[src/rtl/rr_arbiter16.sv]
// ---------------------------------------------------------------------------
// rr_arbiter16
//   16-requester round-robin arbiter with registered grants and a bounded
//   hold time. It decides which master owns the shared downstream path.
//   Priority rotates so that no requester starves. The winner is reported
//   as a one-hot grant, a 4-bit index (Y) and a valid flag (Z). The Y/Z
//   pair uses the same index/valid convention as the 16-to-4 priority
//   encoder tree that this block feeds.
//
// Parameters
//   MAX_HOLD : maximum consecutive grant cycles per owner while another
//              request is pending (1..255)
//   CNTW     : hold counter width, 2**CNTW must exceed MAX_HOLD
//
// Ports
//   Clock  in   1   rising-edge clock
//   Resetn in   1   asynchronous active-low reset
//   req    in  16   level-sensitive request vector, bit i = requester i
//   done   in   1   owner finished; only looked at while granting
//   gnt    out 16   registered one-hot grant, zero when Z=0
//   Y      out  4   registered index of the current (or last) owner
//   Z      out  1   registered grant-valid
//   busy   out  1   same as Z
// ---------------------------------------------------------------------------
module rr_arbiter16 #(
   parameter int MAX_HOLD = 15,
   parameter int CNTW     = 8
) (
   input  logic        Clock,
   input  logic        Resetn,
   input  logic [15:0] req,
   input  logic        done,
   output logic [15:0] gnt,
   output logic [3:0]  Y,
   output logic        Z,
   output logic        busy
);

   typedef enum logic {IDLE, GRANT} state_t;

   localparam logic [CNTW-1:0] HOLD_LAST = CNTW'(MAX_HOLD - 1);

   state_t          state_reg;
   logic [3:0]      ptr_reg;
   logic [CNTW-1:0] hold_cnt_reg;

   logic [15:0] owner_mask;
   logic [15:0] masked_req;
   logic        rel_cond;
   logic        preempt_cond;
   logic [4:0]  pick_idle;
   logic [4:0]  pick_hand;

   // Rotating first-set scan. Walking k from high to low lets the lowest
   // offset from 'start' overwrite the result last, so it wins.
   // Result is {found, index}.
   function automatic logic [4:0] rr_pick(input logic [15:0] v,
                                          input logic [3:0]  start);
      logic [4:0] res;
      logic [3:0] idx;
      res = 5'd0;
      for (int k = 15; k >= 0; k--) begin
         idx = start + 4'(k);
         if (v[idx]) res = {1'b1, idx};
      end
      return res;
   endfunction

   always_comb begin
      owner_mask   = 16'd1 << Y;
      masked_req   = req & ~owner_mask;
      rel_cond     = done | ~req[Y];
      preempt_cond = (hold_cnt_reg == HOLD_LAST) && (masked_req != 16'd0);
      pick_idle    = rr_pick(req, ptr_reg);
      // The outgoing owner is excluded from a handoff. The scan restarts
      // just past it, so it drops to lowest priority.
      pick_hand    = rr_pick(masked_req, Y + 4'd1);
   end

   always_ff @(posedge Clock or negedge Resetn) begin
      if (!Resetn) begin
         state_reg    <= IDLE;
         ptr_reg      <= 4'd0;
         hold_cnt_reg <= '0;
         gnt          <= 16'd0;
         Y            <= 4'd0;
         Z            <= 1'b0;
      end else begin
         case (state_reg)
            IDLE: begin
               if (req != 16'd0) begin
                  state_reg    <= GRANT;
                  Y            <= pick_idle[3:0];
                  gnt          <= 16'd1 << pick_idle[3:0];
                  Z            <= 1'b1;
                  hold_cnt_reg <= '0;
               end
            end
            GRANT: begin
               if (rel_cond || preempt_cond) begin
                  ptr_reg <= Y + 4'd1;
                  if (pick_hand[4]) begin
                     // Back-to-back handoff with no idle bubble.
                     Y            <= pick_hand[3:0];
                     gnt          <= 16'd1 << pick_hand[3:0];
                     hold_cnt_reg <= '0;
                  end else begin
                     // Nobody else waiting. Y keeps the last owner.
                     state_reg <= IDLE;
                     gnt       <= 16'd0;
                     Z         <= 1'b0;
                  end
               end else if (hold_cnt_reg != HOLD_LAST) begin
                  hold_cnt_reg <= hold_cnt_reg + 1'b1;
               end
            end
            default: begin
               state_reg <= IDLE;
               gnt       <= 16'd0;
               Z         <= 1'b0;
            end
         endcase
      end
   end

   assign busy = Z;

endmodule

[config.mk]
export PLATFORM = sky130hd
export DESIGN_NAME = rr_arbiter16
export DESIGN_NICKNAME = d
export VERILOG_FILES = /design/src/rtl/rr_arbiter16.sv
export SDC_FILE = /design/constraint.sdc
export NUM_CORES = 1
export LEC_CHECK = 0
export CORE_MARGIN = 8
export CORE_UTILIZATION = 60
export DETAILED_ROUTE_END_ITERATION = 6
export PLACE_DENSITY = 0.8
export SYNTH_ARGS = -nofsm -noshare
export SYNTH_HDL_FRONTEND = slang
export SYNTH_SLANG_ARGS = --single-unit
export TNS_END_PERCENT = 30
[constraint.sdc]
create_clock -name Clock -period 6.2 [get_ports Clock]
set_input_delay 1.86 -clock Clock [delete_from_list [all_inputs] [get_ports Clock]]
set_output_delay 1.86 -clock Clock [all_outputs]
set_load 0.03 [all_outputs]
==> reports/qor.csv <==
stage,metric,value,unit
outcome,status,"complete, no violations",
detailed_routing,wl,23250,µm
sta,fin_worst_skew,3.370,ps
sta,slew_viol_final,0,
worst_setup_path,crit_path_cell_trace,clkdlybuf4s50_1 > mux4_2 > mux2i_1 > nor2b_1 > a21oi_1 > a2111oi_0 > a221oi_1 > o311ai_1 > nand2_1 > or4_1 > a2bb2oi_1 > o21ai_1,
synth,synthXorXnorAreaFrac,0.02896,
flow_run,cap_violations,0,
synth,yosysWarnings,0,
place,hpwl,17760,µm
worst_setup_path,startpoint_type,input port,
die,die_x,125.0,µm
clocking,cts_tree,done,
worst_setup_path,cp.required,6390,ps
global_routing,grt_first_pass_wirelength,37200,µm
detailed_routing,drt_iter0_drc,1023,
clocking,root_buffer,clkbuf_16,
global_routing,antenna_found_initial,0,
worst_hold_path,hold_class,reg -> reg,
synth,syn_inst,838,
cells_and_area,layout_commonest_cell,nand2_1,
detailed_routing,avgViaCountPerCell,7.431,
clocking,clk_pin_slew_worst_paths,50,ps
place,place_congestion,1.026,
clocking,cts-buffers-inserted,5,
synth,synth_area_per_cell,8.508,µm²
die,die-area,15630,µm²
synth,synth_ff_type,dfrtp_1,
global_routing,overflow,0,
synth,synth_edf_count,0,
clocking,postCtsSetupBuffers,0,
cells_and_area,area_growth,9.916,%
sta,hold_ws,487.9,ps
cells_and_area,finalNonFillerCells,1003,
clocking,clock_path_buffers,2,
sta,period_share,0.9445,
worst_setup_path,rr_worst_depth,14,
synth,synth_cell_types,87,
synth,ys_ff_latch,34,
clocking,cts_max_level,2,
worst_hold_path,hold_depth,1,
sta,tightest_slew,1213,ps
cells_and_area,layout-drive-gt1-share,0.1764,
sta,period_minus_slack,5856,ps
detailed_routing,drc_errors,0,
sta,setup_viol,0,
clocking,cts-hold-fix-buffers,0,
cells_and_area,nets,896,
detailed_routing,ant_nets,0,
worst_setup_path,cp_max_fo,14,
worst_setup_path,crit_cells,12,
sta,fin_setup_tns,0,ps
cells_and_area,final_cell_mix,"83 x nand2_1, 62 x mux2i_1, 58 x mux4_2",
clocking,post_cts_resized,0,
cells_and_area,stdcell_area,7836,µm²
die,io_pins,41,
die,initial_utilization,0.6036,
sta,rsz0062_at_grt,no,
synth,synth_nets,877,
global_routing,grt_usage,0.2878,
worst_setup_path,cp-end-kind,flip-flop,
synth,synth_top_family_by_area,multiplexers,
synth,synth-compound-area-share,0.2485,
sta,hold_viol_final,0,
synth,synth-seq-area-share,0.1193,
die,fp.dieH,125.0,µm
clocking,worst_skew_pair.late_latency,270,ps
die,rows,40,
sta,slew_headroom,0.1911,
synth,synthesis.area,7129,µm²
synth,synth-simple-area-share,0.1955,
cells_and_area,diodes,0,
die,core,11810,µm²
place,port_buffers,40,
synth,synth_fa_ha_area_frac,0.03510,
global_routing,grt_pass1_vias,6904,
detailed_routing,wire_per_inst,23.18,µm
worst_setup_path,critPathArrivalTime,6050,ps
worst_setup_path,critPathKind,in -> reg,
worst_setup_path,critPathMaxStageDelay,690,ps
synth,postSynth.asyncResetShare,1.000,
synth,synthMuxAreaShare,0.3129,
global_routing,grt_start_max_net_pins,48,
clocking,cts_sinks,34,
worst_setup_path,critPathBufInv,1,
worst_setup_path,critPathSlowestCell,clkdlybuf4s50_1,
detailed_routing,vias,7453,
place,placed_area,7697,µm²
detailed_routing,first_pass_iters,5,
worst_setup_path,critical-path-top-delay-family,compound AO/OA/AOI/OAI gates,
sta,max_freq,170.8,MHz
place,place_inst,997,
cells_and_area,largest_reg_flops,16,
-- worst register-to-register path, cell delays in order, from the launching register on --
cell and delay, ps:
dfrtp_1 350, buf_4 480, inv_1 140, ha_1 330, clkinv_1 340, ha_1 760, mux4_2 630, mux2i_1 320
inv_1 150, or4_4 450, nor4_4 360, a21oi_2 140, or2_4 290, nand2_4 110, mux2_1 340
-- metrics by stage --
step,worst slack (ps),utilization
after floorplan,641.7,-
after global placement,217.6,0.6517
after detailed placement,199.2,0.6517
after CTS,479.5,0.6635
after global routing,165.8,0.6635
final,344.3,0.6635
-- final cells by class --
cell class                      instances  area (µm²)
Fill cell                            1024        3975
Clock buffer                            6       138.9
Timing Repair Buffer                   76       670.6
Sequential cell                        34       850.8
Multi-Input combinational cell        703        5853
Tap cell                              147       183.9
Inverter                               37       138.9
-- worst paths after layout --
path,from,endpoint,slack (ps)
worst max-delay path,req[1],gnt[10]$_DFFE_PN0P_,340
worst min-delay path,hold_cnt_reg[3]$_DFFE_PN0P_,hold_cnt_reg[3]$_DFFE_PN0P_,490
worst max register to register,Y[0]$_DFFE_PN0P_,Y[2]$_DFFE_PN0P_,880
worst min register to register,hold_cnt_reg[3]$_DFFE_PN0P_,hold_cnt_reg[3]$_DFFE_PN0P_,490
max in group asynchronous,Resetn,Y[3]$_DFFE_PN0P_,3910
min in group asynchronous,Resetn,gnt[4]$_DFFE_PN0P_,1990
-- logic make-up after synthesis --
| logic type | Yosys count |
|---|---|
| simple gates | 267 |
| compound gates | 248 |
| fa+ha+maj | 20 |
| buf+inv | 101 |
| flops | 34 |
| xor+xnor | 21 |
| mux | 147 |
-- synth_stat cells, types with 19 or more instances --
cell | n | area share
mux4_2 | 58 | 0.18
buf_2 | 19 | 0.013
dfrtp_1 | 34 | 0.12
o21ai_0 | 35 | 0.025
a21oi_1 | 43 | 0.030
ha_1 | 20 | 0.035
nand2_1 | 83 | 0.044
clkbuf_1 | 33 | 0.017
mux2_2 | 26 | 0.041
nor2_1 | 44 | 0.023
mux2i_1 | 62 | 0.087
nand3_1 | 21 | 0.015
inv_1 | 31 | 0.016
-- routing by layer --
layer	global-route usage	wire length, µm	up-vias
met5	0	0	-
met3	0.05907	2484	44
met2	0.4350	10370	452
li1	-	-	3309
met1	0.4034	9844	3648
met4	0.09097	549	0
Power is left out: the tool's default activity adds up to more than one toggle a clock period on the data nets, which glitch-free logic cannot reach.
